**src/rtl/seg_serial_tx.sv**
```systemverilog
// Serialises a 64-bit seven-segment word MSB first over a divided shift clock.
// seg_pen is raised only once a whole frame is sitting in the external chain.
module seg_serial_tx #(
  parameter int unsigned DIV = 2
) (
  input  logic        clk,
  input  logic        rst_n,
  input  logic        start,
  input  logic [63:0] SEG_TXT,
  output logic        seg_clk,
  output logic        seg_sout,
  output logic        seg_pen,
  output logic        busy,
  output logic        done
);

  localparam int unsigned   CW       = (DIV > 1) ? $clog2(DIV) : 1;
  localparam logic [CW-1:0] DIV_LAST = CW'(DIV - 1);

  localparam logic [1:0] IDLE  = 2'd0;
  localparam logic [1:0] SHIFT = 2'd1;
  localparam logic [1:0] DONE  = 2'd2;

  logic [1:0]    state;
  logic [63:0]   shreg;
  logic [CW-1:0] divcnt;
  logic [5:0]    bitcnt;
  logic          hi;
  logic          frame_valid;
  logic          load;

  // Requests are honoured only between frames; a DONE cycle can chain a new frame.
  assign load = start && ((state == IDLE) || (state == DONE));

  always_ff @(posedge clk or negedge rst_n) begin
    if (!rst_n) begin
      state       <= IDLE;
      shreg       <= '0;
      divcnt      <= '0;
      bitcnt      <= '0;
      hi          <= 1'b0;
      frame_valid <= 1'b0;
      seg_clk     <= 1'b0;
      seg_sout    <= 1'b0;
      seg_pen     <= 1'b0;
      busy        <= 1'b0;
      done        <= 1'b0;
    end else begin
      done <= 1'b0;
      if (load) begin
        state    <= SHIFT;
        shreg    <= SEG_TXT;
        divcnt   <= '0;
        bitcnt   <= '0;
        hi       <= 1'b0;
        seg_clk  <= 1'b0;
        seg_sout <= SEG_TXT[63];
        seg_pen  <= 1'b0;
        busy     <= 1'b1;
      end else begin
        case (state)
          IDLE: begin
            seg_clk  <= 1'b0;
            seg_sout <= 1'b0;
            busy     <= 1'b0;
            seg_pen  <= frame_valid;
          end
          SHIFT: begin
            if (divcnt == DIV_LAST) begin
              divcnt <= '0;
              if (!hi) begin
                hi      <= 1'b1;
                seg_clk <= 1'b1;
              end else begin
                // End of the high phase: the chain has taken the bit, move on.
                hi       <= 1'b0;
                seg_clk  <= 1'b0;
                shreg    <= {shreg[62:0], 1'b0};
                seg_sout <= shreg[62];
                bitcnt   <= bitcnt + 6'd1;
                if (bitcnt == 6'd63) begin
                  state       <= DONE;
                  seg_sout    <= 1'b0;
                  busy        <= 1'b0;
                  done        <= 1'b1;
                  seg_pen     <= 1'b1;
                  frame_valid <= 1'b1;
                end
              end
            end else begin
              divcnt <= divcnt + CW'(1);
            end
          end
          DONE: begin
            state    <= IDLE;
            seg_clk  <= 1'b0;
            seg_sout <= 1'b0;
            busy     <= 1'b0;
            seg_pen  <= frame_valid;
          end
          default: begin
            state <= IDLE;
          end
        endcase
      end
    end
  end

endmodule

```
**config.mk**
```make
export PLATFORM = sky130hd
export DESIGN_NAME = seg_serial_tx
export DESIGN_NICKNAME = d
export VERILOG_FILES = /design/src/rtl/seg_serial_tx.sv
export SDC_FILE = /design/constraint.sdc
export NUM_CORES = 1
export LEC_CHECK = 0
export ABC_AREA = 0
export CORE_MARGIN = 5
export CORE_UTILIZATION = 45
export CTS_CLUSTER_SIZE = 16
export DETAILED_ROUTE_END_ITERATION = 8
export PLACE_DENSITY = 0.79
export RECOVER_POWER = 100
export SYNTH_ARGS = -nofsm -noshare
export SYNTH_HDL_FRONTEND = slang
export SYNTH_SLANG_ARGS = --single-unit
```
**constraint.sdc**
```tcl
create_clock -name clk -period 3 [get_ports clk]
set_input_delay 0.45 -clock clk [delete_from_list [all_inputs] [get_ports clk]]
set_output_delay 0.45 -clock clk [all_outputs]
set_load 0.01 [all_outputs]
```
# ---- Word level (Yosys, flattened, before mapping)
# Cells that the tools add are included.
# Widths: inputs -> output; s select.
dict set report word_totals {
  inputBits 67
  out_inout_bits 5
  ff_bits 79
}
dict set report classes {
  n_eq_ne 7
  bitwise_logic 1
  add_sub_neg 2
  reduce_logical 15
  mux 42
}
# op n
set op_table {}
lappend op_table {{$mux 63} 4}
lappend op_table {{$mux 1} 25}
lappend op_table {{$mux 6} 4}
lappend op_table {{$ne 3x3->1 const B} 3}
lappend op_table {{$mux 2} 4}
lappend op_table {{$pmux 1 s2} 4}
lappend op_table {{$reduce_and 4->1} 2}
lappend op_table {{$add 6x1->6 const B} 1}
lappend op_table {{$eq 6x6->1 const B} 1}
lappend op_table {{$reduce_and 3->1} 2}
lappend op_table {{$reduce_bool 2->1} 3}
lappend op_table {{$reduce_and 5->1} 1}
lappend op_table {{$pmux 2 s2} 1}
lappend op_table {{$reduce_and 2->1} 2}
lappend op_table {{$reduce_bool 3->1} 1}
lappend op_table {{$eq 2x1->1 const B} 1}
lappend op_table {{$eq 2x2->1 const B} 1}
lappend op_table {{$logic_not 2->1} 1}
lappend op_table {{$ne 2x2->1 const B} 1}
lappend op_table {{$reduce_or 2->1} 1}
lappend op_table {{$add 1x1->1 const B} 1}
lappend op_table {{$logic_and 1x1->1} 1}
lappend op_table {{$logic_or 1x1->1} 1}
lappend op_table {{$not 1->1} 1}

# ---- Depth between registers and ports, before layout
dict set report logic_depth {
  word_depth 6
  mapped_depth 6
  mapped_depth_nobuf 4
}

# ---- Worst setup path after synthesis
# Ideal clock, no wire load.
dict set report synth_path {
  path_type {register to register}
  from {register state[0]}
  to {register shreg[10]}
  t_arrival_ns 1.241
  required_time_ns 2.928
  n_path_buf 3
  stages_incl_launch_ff 7
  slack_ns 1.687
  period_less_slack_ns 1.313
  path_cell_list {dfrtp_1 > buf_4 > nor2b_1 > clkbuf_1 > clkbuf_1 > nor3_1 > nor2_1}
}
dict set report synth_between {
  elab_chain_len 5
}
# item line_no
set synth_rtl {}
lappend synth_rtl {{start: declaration} 24} ;# logic [1:0] state;
lappend synth_rtl {{start signal: assignment} 37} ;# state <= IDLE;
lappend synth_rtl {{start signal: assignment} 51} ;# state <= SHIFT;
lappend synth_rtl {{start signal: assignment} 82} ;# state <= DONE;
lappend synth_rtl {{$eq 2x2->1 or $logic_not 2->1 (tied branches)} 33} ;# assign load = start && ((state == IDLE) || (state == DONE));
lappend synth_rtl {{$logic_or 1x1->1} 33}
lappend synth_rtl {{$logic_and 1x1->1} 33}
lappend synth_rtl {{$reduce_bool 2->1 (no source line)} -}
lappend synth_rtl {{$reduce_and 3->1 (no source line)} -}
lappend synth_rtl {{end signal: assignment} 78} ;# shreg <= {shreg[62:0], 1'b0};
lappend synth_rtl {{end: declaration} 25} ;# logic [63:0] shreg;
# Parallel ways exist; a longest one is shown, timed or not.
# A chain may end at the register's enable or synchronous reset.

# ---- Worst setup path in the final report
dict set report layout_path {
  from {register state[0]}
  to {register shreg[13]}
}
# Same word-level chain as after synthesis.

==> out/results.md <==
* 9570 sq um — Total Die Area
* reg -> reg — classification of the worst-slack hold path
* 79 — post-synthesis sequential element count
* state[0]$_DFFE_PN0P_ — startpoint of the worst setup timing path
* 103 — pin count of the biggest net entering global routing
* 1.93 ns — slew at the pin closest to its max-slew limit
* 0 — number of hold-slack violations in the final timing report
* 1.02 ns — max incr delay on CP
* frame_valid$_DFFE_PN0P_ — worst min-delay path startpoint
* 79 — sinks on the clock net
* 26.9% — area added between synthesis and finish
* frame_valid$_DFFE_PN0P_ — Worst Hold Path EP
* sky130_fd_sc_hd__dfrtp_1 — leading cell type in the layout, fill and taps excluded
* 3.27 ns — worst path required time
* 0.67 ns — register-to-register setup slack
* 29 — synth unique cells
* 32 — row count
* 0.08 ns — clock transition at the registers of the reported paths
* 2.61 ns — WP data arrival
* 5000 um — detailed-placement wirelength estimate
* 0.00843 ns — largest clock skew in the final design
* 0 — Post-CTS Repair Setup Buffers
* 0 — number of antenna repair diodes
* 0 — Routed Antenna Nets
* 2 — Max Buffers Root-to-Sink
* sky130_fd_sc_hd__dfrtp_1 — Post-synth top flop
* 453 — post-synthesis net count
* 0.570 — share of the yosys chip area belonging to registers
* 1 — number of stages on the worst hold path
* 97.8 um — vertical extent of the die
* 0.34 ns — Skew-Pair Late Insertion Delay
* 9 — TritonCTS Buffers
* register — CP Capture Type
* sky130_fd_sc_hd__clkbuf_8 — root buffer cell
* 0.778 — period utilization
* 0.346 mV — worst vdd ir
* 0 — post-CTS sizing
* 1.00 — Post-synth ARST share
* 428 MHz — Peak Freq
* 0 — antenna violations before repair
* 887 nW/um^2 — total power divided by cell area
* 1.85 nW — leakage dissipation
* 13600 um — wire length of the first global-routing pass
* 2881 — via count of the first global-routing pass
* 510 — total number of nets in the final design
* 0 — Yosys Warn Count
* 668 — Layout fillers
* 7610 sq um — core outline area
* 71 — port buffer count
* 3470 sq um — post-synthesis cell area
* 0.0515 — fraction of final layout cells sized beyond drive strength 1
* 80 — final count of pins violating max slew
* 2.33 ns — clock period minus worst slack
* sky130_fd_sc_hd__dfrtp_1 (79), sky130_fd_sc_hd__nand2_1 (77), sky130_fd_sc_hd__clkdlybuf4s50_1 (65), sky130_fd_sc_hd__nor2_1 (62), sky130_fd_sc_hd__nor3_1 (34) — most frequent cells in the layout
* 0 — DRC violations left
* sky130_fd_sc_hd__and4b_1 — cell with the largest stage delay on the worst path
* 3 — H-Tree Depth
* 0 — sum of overflow across all layers after global routing
* 0 — quantity of hold-fixing buffers added after cts
* 0 — number of enable flip-flop cells after synthesis
* 7780 um — sum of routed wire length over all layers
* 0.801 — global placer's final weighted congestion
* 4 — number of cells traversed by the worst register-to-register path
* state[0]$_DFFE_PN0P_ — startpoint of the worst-slack reg-to-reg timing path
* 0 — final number of setup-violating endpoints
* false — unrepaired setup endpoints after global routing
* 0.456 — effective utilization at floorplan
* 9.01 sq um — Mean Syn Cell Area
* shreg[13]$_DFFE_PN0P_ — worst r2r dst
* 0.481 ns — Worst Hold Margin
* 1 — count of maximum capacitance violations
* 0.170 — Total GRT Usage
* 2967 — total via count in the routed design
* and4b_1, buf_4, nor3_1, nor2_1 — critical-path cell list
* 14.2 um — average detailed-routed wire length per instance
* 4 — drt pass-1 iters
* 0 ns — setup tns final
* 5.40 — via density per instance
* 193 — number of DRC violations after detailed-routing iteration 0
* 32 — worst-path fanout max
* complete, but fails checks — status
* max-capacitance violations, max-slew violations — violations in the final reports
* reg -> reg — type of the worst setup path
* 97.8 um — width of the chip
* 385 — Gate Count Post-Synth
* register — element type at the critical path start
* done — clock tree from TritonCTS
* 72 — number of I/O pins
* -0.289 — Max-slew headroom
[power breakdown]
part / internal (mW) / switching [mW]
combinational: 0.583 / 0.700
clock: 0.408 / 0.371
sequential: 1.55 / 0.296
[worst max path at each step]
stage,to,slack [ns],depth (start not counted)
2_1_floorplan,shreg[10]$_DFFE_PN0P_,1.69,6
3_3_place_gp,shreg[47]$_DFFE_PN0P_,0.88,4
3_5_place_dp,shreg[13]$_DFFE_PN0P_,0.83,4
4_1_cts,shreg[13]$_DFFE_PN0P_,1.03,4
5_1_grt,shreg[6]$_DFFE_PN0P_,0.50,4
6_report,shreg[13]$_DFFE_PN0P_,0.67,4
[cells by family (layout without fill, tap and decap cells)]
family	Yosys count	count (layout)	synth area share
AO/OA/AOI/OAI	78	78	0.139
adder cells (fa/ha/maj)	1	1	0.00361
buffers and inverters	33	95	0.0425
flip-flops	79	79	0.570
multiplexers	2	2	0.00577
AND/OR/NAND/NOR	192	192	0.239
[synth_stat cells (2+ instances only)]
cell	n	share of area
sky130_fd_sc_hd__a21oi_1	5	0.0072
sky130_fd_sc_hd__or2_2	2	0.0036
sky130_fd_sc_hd__nand2_1	77	0.083
sky130_fd_sc_hd__buf_2	13	0.019
sky130_fd_sc_hd__a31oi_1	33	0.060
sky130_fd_sc_hd__clkbuf_1	15	0.016
sky130_fd_sc_hd__buf_4	2	0.0043
sky130_fd_sc_hd__nor3_1	34	0.049
sky130_fd_sc_hd__nand2b_1	3	0.0054
sky130_fd_sc_hd__nor2_1	62	0.067
sky130_fd_sc_hd__o21ai_0	6	0.0087
sky130_fd_sc_hd__o22ai_1	30	0.054
sky130_fd_sc_hd__dfrtp_1	79	0.57
sky130_fd_sc_hd__mux2i_1	2	0.0058
sky130_fd_sc_hd__nand3_1	5	0.0072
sky130_fd_sc_hd__inv_1	3	0.0032
sky130_fd_sc_hd__nand4_1	2	0.0036
[cell type report]
| type | count | area, sq um | share of cell area |
|---|---|---|---|
| Tap cell | 102 | 128 | 0.0290 |
| Clock inverter | 3 | 42.5 | 0.00966 |
| Multi-Input combinational cell | 273 | 1350 | 0.307 |
| Sequential cell | 79 | 1980 | 0.449 |
| Inverter | 3 | 11.3 | 0.00256 |
| Clock buffer | 13 | 149 | 0.0338 |
| Timing Repair Buffer | 76 | 743 | 0.169 |
[flip-flops by register name (all words and copies together) (netlist names)]
register     count
seg_sout         1
busy             1
seg_clk          1
state            2
shreg           63
done             1
frame_valid      1
seg_pen          1
divcnt           1
bitcnt           6
hi               1
[worst max-delay path: cells and delay by family (launching register included)]
family	cells	cell delay, ns
AND/OR/NAND/NOR	3	1.23
flip-flops	1	0.58
buffers and inverters	1	0.43
[per-layer routing]
layer / part of all wire / GRT usage / routed length (um)
met2: 0.51 / 0.275 / 3970
met3: 0.035 / 0.0307 / 275
met4: 0.0087 / 0.0607 / 68
met1: 0.45 / 0.232 / 3460
met5: 0 / 0 / 0
[metrics by stage]
step | utilization | area [sq um] | std cells | setup WS, ns | total power, mW
after CTS | 0.580 | 4410 | 549 | 1.03 | 3.94
after global placement | 0.554 | 4220 | 533 | 0.884 | 3.08
final | 0.579 | 4400 | 549 | 0.665 | 3.90
after detailed placement | 0.554 | 4220 | 533 | 0.831 | 3.15
after global routing | 0.579 | 4400 | 549 | 0.498 | 4.23
after floorplan | - | 3470 | 385 | 1.69 | 2.75
No activity file was read; power rests on OpenSTA's default activity.
